===== config.mk =====
export PLATFORM = sky130hd
export DESIGN_NAME = csa_addsub_pipe
export DESIGN_NICKNAME = d
export VERILOG_FILES = /design/src/rtl/csa_addsub_pipe.sv
export SDC_FILE = /design/constraint.sdc
export NUM_CORES = 1
export LEC_CHECK = 0
export BUFFER_PORTS_ARGS = -buffer_cell sky130_fd_sc_hd__buf_4
export CORE_MARGIN = 2
export CORE_UTILIZATION = 35
export CTS_BUF_LIST = sky130_fd_sc_hd__clkbuf_8
export DETAILED_ROUTE_END_ITERATION = 8
export PLACE_DENSITY = 0.61
export SETUP_SLACK_MARGIN = 0.4
export SYNTH_ARGS = -nofsm -noshare
export SYNTH_HDL_FRONTEND = slang
export SYNTH_SLANG_ARGS = --single-unit

===== constraint.sdc =====
create_clock -name clk -period 5 [get_ports clk]
set_input_delay 0.75 -clock clk [delete_from_list [all_inputs] [get_ports clk]]
set_output_delay 0.75 -clock clk [all_outputs]
set_load 0.005 [all_outputs]

===== src/rtl/csa_addsub_pipe.sv =====
// Two-stage carry-select add/subtract with valid/ready on both sides.
// S1 precomputes per-group sums for carry-in 0 and 1; S2 selects them with the real carry.
module csa_addsub_pipe #(
    parameter int WIDTH = 16,
    parameter int BLOCK = 4
) (
    input  logic             clk,
    input  logic             rst,
    input  logic             in_valid,
    output logic             in_ready,
    input  logic [WIDTH-1:0] a,
    input  logic [WIDTH-1:0] b,
    input  logic             cin,
    input  logic             sub,
    output logic             out_valid,
    input  logic             out_ready,
    output logic [WIDTH-1:0] sum,
    output logic             cout,
    output logic             ovf,
    output logic             zero
);
    localparam int NG = WIDTH / BLOCK;

    logic             s2_load;
    logic             s1_load;
    logic             s1_valid;

    logic [WIDTH-1:0] b_eff;
    logic             cin_eff;

    logic [NG-1:0][BLOCK-1:0] pre_sum0;
    logic [NG-1:0][BLOCK-1:0] pre_sum1;
    logic [NG-1:0]            pre_c0;
    logic [NG-1:0]            pre_c1;
    logic                     pre_m0;
    logic                     pre_m1;

    logic [NG-1:0][BLOCK-1:0] s1_sum0;
    logic [NG-1:0][BLOCK-1:0] s1_sum1;
    logic [NG-1:0]            s1_c0;
    logic [NG-1:0]            s1_c1;
    logic                     s1_m0;
    logic                     s1_m1;
    logic                     s1_cin;

    logic [WIDTH-1:0] sel_sum;
    logic [NG:0]      carry;
    logic             msb_cin;

    assign s2_load  = !out_valid || out_ready;
    assign s1_load  = !s1_valid || s2_load;
    assign in_ready = s1_load && !rst;

    assign b_eff   = sub ? ~b : b;
    assign cin_eff = sub ? ~cin : cin;

    for (genvar g = 0; g < NG; g++) begin : g_grp
        assign {pre_c0[g], pre_sum0[g]} = {1'b0, a[g*BLOCK +: BLOCK]} + {1'b0, b_eff[g*BLOCK +: BLOCK]};
        assign {pre_c1[g], pre_sum1[g]} = {1'b0, a[g*BLOCK +: BLOCK]} + {1'b0, b_eff[g*BLOCK +: BLOCK]}
                                        + {{BLOCK{1'b0}}, 1'b1};
    end

    // Carry into the MSB recovered from the top sum bit: s = a ^ b ^ c.
    assign pre_m0 = pre_sum0[NG-1][BLOCK-1] ^ a[WIDTH-1] ^ b_eff[WIDTH-1];
    assign pre_m1 = pre_sum1[NG-1][BLOCK-1] ^ a[WIDTH-1] ^ b_eff[WIDTH-1];

    always_comb begin
        carry    = '0;
        sel_sum  = '0;
        carry[0] = s1_cin;
        for (int g = 0; g < NG; g++) begin
            sel_sum[g*BLOCK +: BLOCK] = carry[g] ? s1_sum1[g] : s1_sum0[g];
            carry[g+1]                = carry[g] ? s1_c1[g] : s1_c0[g];
        end
        msb_cin = carry[NG-1] ? s1_m1 : s1_m0;
    end

    always_ff @(posedge clk) begin
        if (rst) begin
            s1_valid  <= 1'b0;
            s1_cin    <= 1'b0;
            s1_sum0   <= '0;
            s1_sum1   <= '0;
            s1_c0     <= '0;
            s1_c1     <= '0;
            s1_m0     <= 1'b0;
            s1_m1     <= 1'b0;
            out_valid <= 1'b0;
            sum       <= '0;
            cout      <= 1'b0;
            ovf       <= 1'b0;
            zero      <= 1'b0;
        end else begin
            if (s1_load) begin
                s1_valid <= in_valid;
                if (in_valid) begin
                    s1_cin  <= cin_eff;
                    s1_sum0 <= pre_sum0;
                    s1_sum1 <= pre_sum1;
                    s1_c0   <= pre_c0;
                    s1_c1   <= pre_c1;
                    s1_m0   <= pre_m0;
                    s1_m1   <= pre_m1;
                end
            end
            if (s2_load) begin
                out_valid <= s1_valid;
                if (s1_valid) begin
                    sum  <= sel_sum;
                    cout <= carry[NG];
                    ovf  <= msb_cin ^ carry[NG];
                    zero <= (sel_sum == '0);
                end
            end
        end
    end
endmodule

==> results of run 1 <==
## layout by cell type (no fill, tap or decap), types with 20 or more instances in the layout
master     n
a211oi_1  33
a21oi_1   31
buf_4     62
dfxtp_1   64
ha_1      20
inv_1     24
mux2i_1   21
nand2_1   39
nor2_1    51
xor2_1    21
## cell families after synthesis
group	count (synthesis)	synth area share, %
flops	64	35.07
mux	24	7.363
compound gates	99	18.77
xor+xnor	37	8.870
fa+ha+maj	24	9.041
simple gates	130	15.92
buf+inv	46	4.965
## path summary, 6_finish.rpt
path	from	end	slack, ns	depth (start not counted)
max	rst	in_ready	2.05	4
min	s1_sum0[3]	s1_sum0[3]	0.46	2
max reg2reg	s1_cin	zero	2.72	5
min reg2reg	s1_sum0[3]	s1_sum0[3]	0.46	2
## stage by stage
stage               hold slack, ns  util (%)  setup WS (ns)
floorplan                   0.4341         -          1.861
global placement            0.4431     40.99          1.995
detailed placement          0.4537     40.99          1.879
CTS                         0.4627     42.94          2.073
global route                0.4905     42.94          1.937
finish                      0.4596     42.94          2.050
## worst max-delay path, stage by stage
cell	delay, ns
buf_4	0.50
clkinv_1	0.49
and2_1	0.29
buf_4	0.13
## sequential cells by signal, summed over array words and instances, names as in the netlist
name,flops
cout,1
out_valid,1
ovf,1
s1_c0,4
s1_c1,4
s1_cin,1
s1_m0,1
s1_m1,1
s1_sum0,16
s1_sum1,16
s1_valid,1
sum,16
zero,1
## Yosys cell counts, drive strengths merged (2+ instances only)
cell type   n
a211oi     34
a21o        5
a21oi      31
and2        4
and3        3
buf         6
clkbuf     17
dfxtp      64
fa          4
ha         20
inv        22
mux2i      24
nand2      39
nand2b      4
nand3       4
nand3b      2
nand4       2
nor2       52
nor2b       3
nor3        8
nor3b       2
nor4        4
o2111a      2
o211ai      2
o21ai       9
or4         3
xnor2      16
xor2       21
## per-layer routing
layer | up-vias | global-route usage [%] | routed length, um
met1 | 1327 | 22.43 | 4296
met5 | - | 0 | 0
met3 | 6 | 2.820 | 346
met2 | 59 | 20.28 | 3105
li1 | 1595 | - | -
met4 | 0 | 5.075 | 93
## power by group through the flow
stage	sequential, mW	combinational [mW]	clock [mW]
2_1_floorplan	0.608	0.324	0
3_3_place_gp	0.618	0.426	0
3_5_place_dp	0.621	0.433	0
4_1_cts	0.609	0.437	0.450
5_1_grt	0.617	0.491	0.476
6_report	0.610	0.435	0.440
## area by class of cell
class	count	area share [%]
clock buffers	11	3.446
repair buffers	62	10.60
well taps	136	3.874
multi-input cells	314	49.87
clock inverters	5	1.082
flip-flops and latches	64	29.17
inverters	23	1.965
==> metrics.yaml, run 1 <==
fin_crit_sh_pct: 59.00
cts_setup_buffers: 0
drive_gt1_share_pct: 17.54
fin_area_um2: 4393
swShare_pct: 31.18
cts_tree: "built"
dr.pass1.iters: 4
rows: 37
avgSynthCellArea_um2: 8.617
hold_viol: 0
wl_per_cell_um: 12.75
synth_area_leaders: "dfxtp_1 (35%), ha_1 (6.8%), a211oi_1 (6.8%), mux2i_1 (5.8%), nor2_1 (5.2%)"
num_vias: 2987
maxSlewViolCount: 0
htreeDepth: 3
clockBufferDepth: 2
ctsResizeCount: 0
timing.fmax_ghz: 0.3390
crit_required_ns: 4.25
nNetsFinal: 536
tightest_slew_ns: 0.7688
routed_wl_um: 7842
cts_buffers: 9
die_area_um2: 11270
crit_fanout: 65
grt-ovfl-total: 0
vdd_drop_max_v: 0.0001096
synth_edf_count: 0
outcome: "finished clean"
dieHeight_um: 106.2
finalSetupViolCount: 0
ys.flop_type: "dfxtp_1"
synth_area_leader_cell: "dfxtp_1"
path_class: "in -> out"
clock_skew_ns: 0.003484
crit_path_end_kind: "primary output"
grt_pass1_wl_um: 13430
grt_pass1_vias: 2790
areaGrowthSynthToFinish_pct: 20.24
antenna_found_initial: 0
coreArea_um2: 10230
synth_cell_types: 52
internal_power_mw: 1.022
start_kind: "primary input"
netlist.area_leader.share_pct: 35.07
grtUsageTotal_pct: 14.68
drtIter0Drc: 109
fillers: 1027
drc_errors: 0
dpl.cell_count: 599
p_sw_mw: 0.4629
clkLatencyLatePin_ns: 0.33
die_w_um: 106.2
ant_nets: 0
async_flop_share_pct: 0
fin_crit_ns: 2.950
placed_area_um2: 4194
powerDensity_nw_per_um2: 338.0
syn-num-nets: 486
clock_sinks: 64
power_mw: 1.485
pwr-share-seq_pct: 41.1
clk_pin_slew_ns: 0.06
instances_no_fill: 615
cap_violations: 0
numPortBuffers: 58
start_util_pct: 35.71
viasPerCell: 4.857
multi_input_area_um2: 2191
syn_inst: 424
gp_congestion: 0.7657
num_antenna_cells: 0
hp-class: "reg -> reg"
seqCellArea_um2: 1281
p_comb_share_pct: 29.3
io_pins: 59
ctsHoldBuffers: 0
rsz0062_at_grt: "false"
slew-limit-headroom_pct: 48.74
timing.setup.tns_ns: 0
ys_ff_latch: 64
syn-cell-area_um2: 3654
leakagePower_nw: 1.888
ys_seq_area_share_pct: 35.07
ys_warn_count: 0
grt_max_degree: 66
clockRootBuffer: "clkbuf_8"
dpl.hpwl_um: 5984
clkPwrFrac_pct: 29.6
cp_data_arrival_time_ns: 2.20
Note: power is estimated with default switching activity, not from simulation.
==> run 2, diff against run 1 <==
ABC_AREA = 1   (was default)
PLACE_DENSITY = 0.63   (was 0.61)
clock period = 2.7 ns   (was 5 ns; I/O delays follow)
==> run 2 against run 1 <==
Net effect: sequential cell count stayed put; critical path depth up 8; synthesized area rose by 1.2%; highest routed layer unchanged; largest power group unchanged; critical path type is now in -> reg; hold slack worse by 0.11 ns; register-to-register slack got worse by 1.8 ns; setup slack worse by 1.4 ns; die area rose by 1.2%; sequential power is 80% higher; global-route usage about the same; first-iteration DRC count up 8.3%.
==> metrics.yaml, run 2 <==
syn-cell-area_um2: 3697
dr.pass1.iters: 4
rrSetupSlack_ns: 0.89
synth_cell_types: 32
dieHeight_um: 106.8
maxSlewViolCount: 0
clock_sinks: 64
clk_pin_slew_ns: 0.07
clockRootBuffer: "clkbuf_8"
viasPerCell: 4.527
tightest_slew_ns: 0.7878
fin_crit_sh_pct: 76.04
top_regs: "s1_sum0 x16, s1_sum1 x16, sum x16"
rsz0062_at_grt: "false"
crit_start: "sub"
synth_area_leaders: "dfxtp_1 (35%), nand2_1 (7.7%), inv_1 (7.6%), ha_1 (6.8%), o21ai_0 (6.8%)"
ys_ff_latch: 64
path_class: "in -> reg"
reg2reg_to: "zero"
rows: 37
synth_most_common_cell: "nand2_1"
routed_wl_um: 7971
p_sw_mw: 0.8476
grt_max_degree: 55
hold_viol: 0
num_vias: 3151
areaGrowthSynthToFinish_pct: 19.66
ys.flop_type: "dfxtp_1"
synth_compound_area_share_pct: 15.57
numPortBuffers: 58
path_cells: "buf_6 -> xor2_1 -> ha_1 -> inv_1 -> fa_1 -> xnor2_1 -> inv_1 -> nor3_1 -> or2_2 -> nand2_1 -> o21ai_0 -> inv_1"
crit_top_cell: "inv_1"
synthSimpleGateAreaFrac_pct: 22.13
endpoint: "s1_sum1[15]"
powerDensity_nw_per_um2: 579.9
ys_seq_area_share_pct: 34.65
internal_power_mw: 1.718
crit_slowest_cell: "fa_1"
clkLatencyLatePin_ns: 0.34
drc_errors: 0
cts_tree: "built"
async_flop_share_pct: 0
antenna_found_initial: 0
slowest_delay_ns: 0.40
cp_data_arrival_time_ns: 2.28
fin_crit_ns: 2.053
htreeDepth: 3
die_area_um2: 11400
synth_xor_xnor_area_share_pct: 7.783
crit_required_ns: 2.93
avgSynthCellArea_um2: 7.336
netlist.area_leader.share_pct: 34.65
synth_area_leader_cell: "dfxtp_1"
crit_path_end_kind: "register"
leakagePower_nw: 2.194
pwr-share-seq_pct: 42.9
die_w_um: 106.8
dpl.hpwl_um: 5953
grt_pass1_vias: 2959
crit_fanout: 17
ctsHoldBuffers: 0
syn_inst: 504
grt-ovfl-total: 0
start_util_pct: 35.98
syn-num-nets: 566
nNetsFinal: 619
cts_setup_buffers: 0
seqCellArea_um2: 1281
final_common_cell: "inv_1"
cts_buffers: 9
timing.fmax_ghz: 0.4871
drive_gt1_share_pct: 17.14
clkPwrFrac_pct: 26.4
hold_slack_ns: 0.3462
clock_skew_ns: 0.01068
grtUsageTotal_pct: 14.72
io_pins: 59
synth_fa_ha_area_share_pct: 8.934
p_comb_share_pct: 30.7
fillers: 1063
synthMuxAreaShare_pct: 0.2707
gp_congestion: 0.8151
wl_per_cell_um: 11.45
swShare_pct: 33.04
synthTopCellsByCount: "nand2_1 (76), inv_1 (75), dfxtp_1 (64), nor2_1 (54), o21ai_0 (50)"
grt_pass1_wl_um: 13520
ys_warn_count: 0
slew-limit-headroom_pct: 47.40
finalSetupViolCount: 0
timing.setup.tns_ns: 0
hp-class: "in -> reg"
coreArea_um2: 10280
multi_input_area_um2: 2048
start_kind: "primary input"
synth_top_family_by_area: "simple AND/OR/NAND/NOR gates"
r2r_cells: 10
final_cell_mix: "inv_1 (78), nand2_1 (76), dfxtp_1 (64)"
cap_violations: 0
outcome: "finished clean"
ant_nets: 0
ctsResizeCount: 0
synth_edf_count: 0
num_antenna_cells: 0
clockBufferDepth: 2
worstReg2RegStart: "s1_cin"
drtIter0Drc: 118
vdd_drop_max_v: 0.0002209
-- run 2: cell types whose count changed after synthesis, sizes merged, moves of 5 or more --
cell    delta
a211oi    -28
a21o       -5
a21oi     +12
clkbuf     -7
inv       +57
mux2i     -23
nand2     +45
nand3     +31
nor3       -7
o21ai     +41
-- run 2: worst min path at each step --
| stage | slack, ns | start | cells past startpoint | end |
|---|---|---|---|---|
| CTS | 0.34 | out_ready | 4 | out_valid |
| finish | 0.35 | out_ready | 4 | out_valid |
| floorplan | 0.43 | s1_sum1[1] | 2 | s1_sum1[1] |
| global route | 0.38 | out_ready | 4 | out_valid |
| detailed placement | 0.44 | s1_sum1[1] | 2 | s1_sum1[1] |
| global placement | 0.44 | s1_sum1[1] | 2 | s1_sum1[1] |
-- run 2: cell families (layout without fill, tap and decap cells) --
logic type / after synthesis / in the layout
simple gates: 177 / 177
fa+ha+maj: 24 / 24
xor+xnor: 32 / 32
mux: 1 / 1
flops: 64 / 64
buf+inv: 99 / 155
compound gates: 107 / 107
-- run 2: cell type report --
cell class	count	area share [%]
Multi-Input combinational cell	341	46.30
Sequential cell	64	28.96
Timing Repair Buffer	62	10.61
Inverter	79	6.816
Tap cell	136	3.846
Clock buffer	10	3.111
Clock inverter	4	0.3676
-- run 2: power by group through the flow --
stage / Combinational, mW / Sequential [mW] / Clock, mW
2_1_floorplan: 0.581 / 1.11 / 0
5_1_grt: 0.901 / 1.11 / 0.729
3_3_place_gp: 0.772 / 1.12 / 0
4_1_cts: 0.792 / 1.10 / 0.687
3_5_place_dp: 0.788 / 1.12 / 0
6_report: 0.788 / 1.10 / 0.676
-- run 2: worst max-delay path, delay by kind of cell --
family | cells | cell delay [ns]
compound gates | 1 | 0.14
xor+xnor | 2 | 0.39
fa+ha+maj | 2 | 0.58
buf+inv | 4 | 0.37
simple gates | 3 | 0.38
-- run 2: layer usage --
metal | share of wire, % | track usage (%)
met1 | 53 | 20.83
met2 | 41 | 21.93
met3 | 4.6 | 2.371
met4 | 1.2 | 6.679
met5 | 0 | 0
-- run 2: stage by stage --
step	std cells	area, um^2	utilization [%]	power, mW	setup slack [ns]
5_1_grt	696	4424	43.05	2.742	0.4588
4_1_cts	696	4420	43.01	2.580	0.5665
6_report	696	4424	43.05	2.565	0.6469
2_1_floorplan	504	3722	-	1.687	0.4125
3_5_place_dp	682	4267	41.51	1.909	0.2035
3_3_place_gp	682	4267	41.51	1.890	0.3043
==> run 3, diff against run 2 <==
clock period = 1.75 ns   (was 2.7 ns; I/O delays follow)
==> run 3 against run 2 <==
Net effect: routed wire length grew 23%; die area unchanged; clock skew decreased by 0.0029 ns; sequential cell count did not move; sequential power grew 55%; sequential share of layout area is 6.6 points lower; global-route usage grew 1.8 points; non-clock buffer count is 64 higher; critical endpoint is now s1_sum1[11]; highest routed layer unchanged.
==> metrics.yaml, run 3 (synthesized netlist as in run 2, its figures left out) <==
crit_required_ns: 1.98
finalSetupViolCount: 0
cp_data_arrival_time_ns: 1.94
routed_wl_um: 9820
final_common_cell: "buf_4"
fin_crit_ns: 1.704
rows: 37
dpl.hpwl_um: 6373
drive_gt1_share_pct: 46.65
viasPerCell: 4.752
leakagePower_nw: 2.711
numPortBuffers: 58
dp_slack_ns: -0.3913
grt_pass1_vias: 3333
ctsHoldBuffers: 0
hold_viol: 0
areaGrowthSynthToFinish_pct: 56.28
grt-ovfl-total: 0
cts_buffers: 9
powerDensity_nw_per_um2: 925.4
grt_max_degree: 55
slew-limit-headroom_pct: 74.94
vdd_drop_max_v: 0.0004581
hp-class: "in -> reg"
gp_congestion: 0.7819
ant_nets: 0
tightest_slew_ns: 0.3759
grt_pass1_wl_um: 15150
grtUsageTotal_pct: 16.52
final_cell_mix: "buf_4 (99), inv_1 (65), dfxtp_1 (59)"
top_regs: "s1_sum0 x16, s1_sum1 x16, sum x16"
htreeDepth: 3
dieHeight_um: 106.8
placed_area_um2: 4679
rsz0062_at_grt: "true"
die_w_um: 106.8
num_antenna_cells: 0
clk_pin_slew_ns: 0.07
clock_skew_ns: 0.007812
drc_errors: 0
power_mw: 5.347
clock_sinks: 64
clockBufferDepth: 2
instances_no_fill: 762
drtIter0Drc: 181
crit_fanout: 7
cap_violations: 0
cts_tree: "built"
outcome: "finished clean"
timing.fmax_ghz: 0.5867
start_kind: "primary input"
die_area_um2: 11400
antenna_found_initial: 0
crit_path_end_kind: "register"
dr.pass1.iters: 4
clockRootBuffer: "clkbuf_8"
fin_area_um2: 5778
wl_per_cell_um: 12.89
path_class: "in -> reg"
coreArea_um2: 10280
io_pins: 59
fin_crit_sh_pct: 97.39
nNetsFinal: 683
num_vias: 3621
clkLatencyLatePin_ns: 0.34
dpl.cell_count: 721
maxSlewViolCount: 0
start_util_pct: 35.98
fin_ws_ns: 0.04564
run 3: cell types whose count changed in the layout (fill, tap and decap cells not counted), sizes merged:
cell / change
buf: +63
inv: -1
bufinv: +2
clkbuf: +3
clkinv: -1
run 3: metrics by stage:
| step | hold slack, ns | utilization [%] | setup TNS (ns) |
|---|---|---|---|
| final | 0.2406 | 56.22 | 0 |
| after CTS | 0.1940 | 51.38 | 0 |
| after detailed placement | 0.4468 | 45.53 | -6.313 |
| after floorplan | 0.4300 | - | -3.052 |
| after global routing | 0.2588 | 56.22 | -0.03011 |
| after global placement | 0.4435 | 45.53 | -5.183 |
run 3: critical path, cell delays in order:
cell,delay [ns]
buf_12,0.12
xor2_1,0.16
ha_2,0.22
inv_2,0.04
fa_2,0.41
xnor2_4,0.24
nand3_2,0.11
xnor2_2,0.15
o21ai_1,0.16
inv_1,0.06
run 3: final timing paths:
check | start | end | slack, ns | depth (start not counted)
max | sub | s1_sum1[11] | 0.05 | 10
max reg2reg | s1_cin | zero | 0.28 | 10
min reg2reg | s1_sum0[13] | s1_sum0[13] | 0.45 | 2
min | out_ready | out_valid | 0.24 | 4
run 3: routing by layer:
layer / vias up / track usage, % / wire, um
met4: 0 / 6.215 / 102
met3: 10 / 2.432 / 451
li1: 1841 / - / -
met2: 77 / 26.62 / 4841
met1: 1693 / 22.39 / 4426
met5: - / 0 / 0
run 3: final cells by class:
| cell class | count | area, um^2 |
|---|---|---|
| fill | 954 | 4499 |
| multi-input combinational | 341 | 2683 |
| sequential | 64 | 1292 |
| timing repair buffer | 126 | 1099 |
| inverter | 79 | 301.5 |
| tap | 136 | 170.2 |
| clock buffer | 12 | 165.2 |
| clock inverter | 4 | 67.56 |
run 3: what timing repair did:
item	4_1_cts	5_1_grt
resized for setup	70	97
endpoints found under the setup margin	47	50
pin swaps	36	54
buffers inserted	14	9
gates cloned	1	1
hold endpoints to repair	0	0
run 3: power breakdown:
group          leakage [nW]  switching (mW)  internal, mW
clock                 0.125           0.558         0.909
combinational          2.05            1.07          1.10
sequential            0.532          0.0987          1.61
total                  2.71            1.73          3.62
